<file path="config.mk">
export PLATFORM = sky130hd
export DESIGN_NAME = alloc_frontend
export DESIGN_NICKNAME = d
export VERILOG_FILES = /design/src/rtl/alloc_pkg.sv /design/src/rtl/alloc_payload_ram.sv /design/src/rtl/alloc_frontend.sv
export SDC_FILE = /design/constraint.sdc
export NUM_CORES = 1
export LEC_CHECK = 0
export BUFFER_PORTS_ARGS = -buffer_cell sky130_fd_sc_hd__buf_4
export CORE_MARGIN = 1
export CORE_UTILIZATION = 45
export CTS_CLUSTER_DIAMETER = 60
export DETAILED_ROUTE_END_ITERATION = 8
export PLACE_DENSITY = 0.65
export SLEW_MARGIN = 20
export SYNTH_ARGS = -nofsm -noshare
export SYNTH_HDL_FRONTEND = slang
export SYNTH_SLANG_ARGS = --single-unit
</file>
<file path="constraint.sdc">
create_clock -name clk -period 3.8 [get_ports clk]
set_input_delay 0.76 -clock clk [delete_from_list [all_inputs] [get_ports clk]]
set_output_delay 0.76 -clock clk [all_outputs]
set_load 0.02 [all_outputs]
</file>
<file path="src/rtl/alloc_pkg.sv">
// Shared types and helpers for the 4-entry slot allocator and its front end.
package alloc_pkg;

  localparam int unsigned DEPTH = 4;
  localparam int unsigned IDX_W = 2;

  typedef logic [DEPTH-1:0] slot_vec_t;
  typedef logic [IDX_W-1:0] idx_t;
  typedef logic [IDX_W:0]   cnt_t;

  typedef enum logic {
    FE_IDLE,
    FE_FLUSH
  } fe_state_t;

  // Index of the lowest clear bit; 0 when every slot is taken.
  function automatic idx_t lowest_free(slot_vec_t v);
    idx_t r;
    r = '0;
    for (int i = DEPTH - 1; i >= 0; i--) begin
      if (!v[i]) r = idx_t'(i);
    end
    return r;
  endfunction

  // Index of the highest set bit; 0 when no slot is valid.
  function automatic idx_t highest_valid(slot_vec_t v);
    idx_t r;
    r = '0;
    for (int i = 0; i < DEPTH; i++) begin
      if (v[i]) r = idx_t'(i);
    end
    return r;
  endfunction

  function automatic cnt_t popcount(slot_vec_t v);
    cnt_t r;
    r = '0;
    for (int i = 0; i < DEPTH; i++) begin
      r = r + {{IDX_W{1'b0}}, v[i]};
    end
    return r;
  endfunction

endpackage

</file>
<file path="src/rtl/alloc_payload_ram.sv">
// Per-slot payload storage: one synchronous write port, one asynchronous read port.
module alloc_payload_ram
  import alloc_pkg::*;
#(
  parameter int unsigned DATA_W = 8
) (
  input  logic              clk,
  input  logic              we_i,
  input  idx_t              waddr_i,
  input  logic [DATA_W-1:0] wdata_i,
  input  idx_t              raddr_i,
  output logic [DATA_W-1:0] rdata_o
);

  logic [DATA_W-1:0] mem_q [DEPTH];

  always_ff @(posedge clk) begin
    if (we_i) mem_q[waddr_i] <= wdata_i;
  end

  assign rdata_o = mem_q[raddr_i];

endmodule

</file>
<file path="src/rtl/alloc_frontend.sv">
// Valid/ready front end for the slot allocator: strobe generation, payload store,
// flush sequencing, occupancy status and a sticky shadow-consistency error.
module alloc_frontend
  import alloc_pkg::*;
#(
  parameter int unsigned DEPTH  = 4,
  parameter int unsigned DATA_W = 8
) (
  input  logic              clk,
  input  logic              rst,
  input  logic              req_valid,
  input  logic [DATA_W-1:0] req_data,
  output logic              req_ready,
  output logic [1:0]        alloc_idx,
  input  logic              rel_valid,
  output logic              rel_ready,
  output logic [DATA_W-1:0] rel_data,
  output logic [1:0]        rel_idx,
  input  logic              flush,
  output logic              flush_busy,
  input  logic [DEPTH-1:0]  q_valid,
  output logic              alloc,
  output logic              dealloc,
  output logic [2:0]        count,
  output logic              full,
  output logic              empty,
  output logic              err
);

  if (DEPTH != alloc_pkg::DEPTH) begin : g_depth_check
    $error("alloc_frontend only supports DEPTH = 4");
  end

  fe_state_t state_q;
  slot_vec_t shadow_q, shadow_d;
  logic      err_q, err_d;
  logic      in_idle;

  assign alloc_idx = lowest_free(q_valid);
  assign rel_idx   = highest_valid(q_valid);
  assign count     = popcount(q_valid);
  assign full      = &q_valid;
  assign empty     = ~|q_valid;

  assign in_idle    = (state_q == FE_IDLE);
  assign req_ready  = !rst && in_idle && !full;
  assign rel_ready  = !rst && in_idle && !empty;
  assign flush_busy = !rst && !in_idle;
  assign alloc      = req_valid && req_ready;

  // Flush drains one slot per cycle until the allocator reports empty.
  always_comb begin
    dealloc = 1'b0;
    if (!rst) begin
      if (in_idle) dealloc = rel_valid && rel_ready;
      else         dealloc = !empty;
    end
  end

  always_ff @(posedge clk) begin
    if (rst) begin
      state_q <= FE_IDLE;
    end else begin
      case (state_q)
        FE_IDLE:  if (flush && !empty) state_q <= FE_FLUSH;
        FE_FLUSH: if (empty) state_q <= FE_IDLE;
        default:  state_q <= FE_IDLE;
      endcase
    end
  end

  // Built from the live q_valid, so a mismatch implicitly resynchronises the shadow.
  always_comb begin
    shadow_d = q_valid;
    if (alloc)   shadow_d[alloc_idx] = 1'b1;
    if (dealloc) shadow_d[rel_idx]   = 1'b0;
    err_d = err_q || (shadow_q != q_valid);
  end

  always_ff @(posedge clk) begin
    if (rst) begin
      shadow_q <= '0;
      err_q    <= 1'b0;
    end else begin
      shadow_q <= shadow_d;
      err_q    <= err_d;
    end
  end

  assign err = err_q;

  alloc_payload_ram #(
    .DATA_W (DATA_W)
  ) u_ram (
    .clk     (clk),
    .we_i    (alloc),
    .waddr_i (alloc_idx),
    .wdata_i (req_data),
    .raddr_i (rel_idx),
    .rdata_o (rel_data)
  );

endmodule

</file>
==> run metrics <==
largest net degree at the start of global routing 25; Initial Util 48.7%; WS Path Type in -> out; post-synth net total 143; final setup skew 0.00669 ns; layout cells sized above 1 37.0%; wire per inst 15.4 um; Post-Layout Cell Count 208; worst-skew pair later-pin latency 0.28 ns; CTS max path bufs 2; DR vias 1102; Global Route Usage Sum 17.7%; Final setup viols 0; post-placement cell count 200; worst-case reg-to-reg path depth 3; Synth cell types 38; leakage between 0.0008 and 0.0009 uW; GR Overflow Total 0; core area between 0.003 and 0.004 mm2; cells after synthesis 120; Fmax between 300 and 400 MHz; post_cts resized 0; Die H 63.2 um; flop-to-flop setup slack 1.82 ns; maxcap violations 0; die area between 0.003 and 0.004 mm2; vias per cell ~5.3; Post-synth ARST share 0%; total chip power a little under 1000 uW; Worst Tran Pin Value 0.819 ns; Post-Syn Area 0.00169 mm2; most common cell in the synthesized netlist edfxtp_1; FF-to-FF End u_ram.mem_q[2][5]; outcome complete, no violations; post-synth top area share around 57%; IO Count 40; CP endpoint kind output port; gpl congestion ~0.84; Final #Nets 184; first-iteration detailed-routing DRC count 45; fin crit period around 3 ns; cts hold-fix bufs 0; n_diodes 0; CTS tree done; Post-route DRC 0; setup bufs post-CTS 0; flop and latch count out of synthesis 38; Max Fanout on Critical Path 24; Site Rows 21; Synth Flop Type edfxtp_1; Hold Vio Cnt, Final 0; synth warn 0; Yosys top cell by area edfxtp_1; Max VDD drop 0.328 mV; Routed Antenna Nets 0; port buffer count 39; initial antenna violation count 0; number of fill cells 298; vias in the first global route 1059; Avg Cell Area, Syn ~14 um2; drt pass-1 iters 4; Hold Path Stages 2; Synth area leaders edfxtp_1 57%, dfxtp_1 7.1%, a22oi_1 6.2%, ha_1 3.7%, o21ai_1 2.1%; Pins Over Slew Limit 0; RR Startpoint state_q; Cell Pwr Density 461 mW/mm2; Worst Path Arrival 2.25 ns; clock slew at reported path FFs 0.07 ns; clock sink count 38; Post-synth EDFFs 32; hold endpoint err; Sum Neg Setup Slack 0 ns; RSZ-0062 raised after global routing false; synth cell count leaders 32 x edfxtp_1, 14 x a22oi_1, 7 x nor2_1, 7 x o21ai_1, 6 x dfxtp_1; WL final 3210 um; DP HPWL 2160 um; Worst Setup Start Kind primary input; Crit path required time 3.04 ns; worst hold-check path type reg -> reg; P&R area growth vs syn 27.2%; period utilisation layout roughly 80%; register area share after synthesis around 64%; cts bufs inserted 5; global-route wire length before repair 5250 um; Root Driver clkbuf_8; Max H-tree Level 2; Worst slew margin 45.2%; DIE WIDTH 63.2 um; CP startpoint q_valid[3]; min-delay src shadow_q[2]
## layout make-up
| cell class | instances | area [um2] | area share, % |
|---|---|---|---|
| Clock buffer | 5 | 68.8 | 3.21 |
| Clock inverter | 3 | 63.8 | 2.97 |
| Inverter | 7 | 26.3 | 1.22 |
| Multi-Input combinational cell | 68 | 542 | 25.2 |
| Sequential cell | 38 | 1080 | 50.3 |
| Tap cell | 46 | 57.6 | 2.68 |
| Timing Repair Buffer | 41 | 308 | 14.3 |
## worst max-delay path: stages
cell and delay [ns]:
buf_4 0.27, inv_2 0.09, fa_1 0.49, inv_1 0.04, ha_1 0.17, ha_1 0.27, buf_4 0.16
## cells in the final DEF, fill, tap and decap left out, types with 3 or more instances in the layout
cell type   n
dfxtp_1     6
nor3_1      4
o21ai_0     3
edfxtp_1   32
o21ai_1     7
a22oi_1    14
buf_4      41
nor2_1      7
inv_1       5
xnor2_1     3
ha_1        5
clkbuf_8    5
## worst max-delay path by stage
stage / endpoint / slack [ns] / depth (start not counted)
CTS: count[1] / 0.78 / 7
finish: count[1] / 0.79 / 7
floorplan: count[1] / 0.89 / 6
global placement: count[1] / 0.82 / 7
detailed placement: count[1] / 0.79 / 7
global route: count[1] / 0.73 / 7
## sequential cells by signal (all words and copies together) (netlist names)
register and cells:
shadow_q 4, u_ram.mem_q 32, state_q 1, err 1
## report_power, final
group,switching [uW],internal [uW],leakage (uW)
sequential,4.26,461,0.000340
combinational,75.0,54.7,0.000422
clock,135,260,0.0000658
## kinds of logic after synthesis
family | after synthesis | share of synthesized area (%)
flip-flops | 38 | 64.0
AO/OA/AOI/OAI | 33 | 15.3
AND/OR/NAND/NOR | 23 | 8.60
buffers and inverters | 14 | 3.86
adder cells (fa/ha/maj) | 6 | 4.89
XOR/XNOR | 4 | 2.08
multiplexers | 2 | 1.26
## metrics by stage
stage               instance area, um2  utilization (%)  hold WS [ns]  worst slack (ns)
finish                            2150             61.9         0.580             0.789
floorplan                         1690                -         0.519             0.886
global route                      2150             61.9         0.600             0.729
global placement                  2010             58.1         0.531             0.817
CTS                               2150             61.9         0.585             0.776
detailed placement                2010             58.1         0.571             0.785
## per-layer routing
metal	wire, um	global-route usage (%)	vias up
met2	1570	28.2	16
li1	-	-	539
met4	41	6.82	0
met3	74	3.80	5
met5	0	0	-
met1	1530	23.6	542
Note: power is estimated with default switching activity, not from simulation.
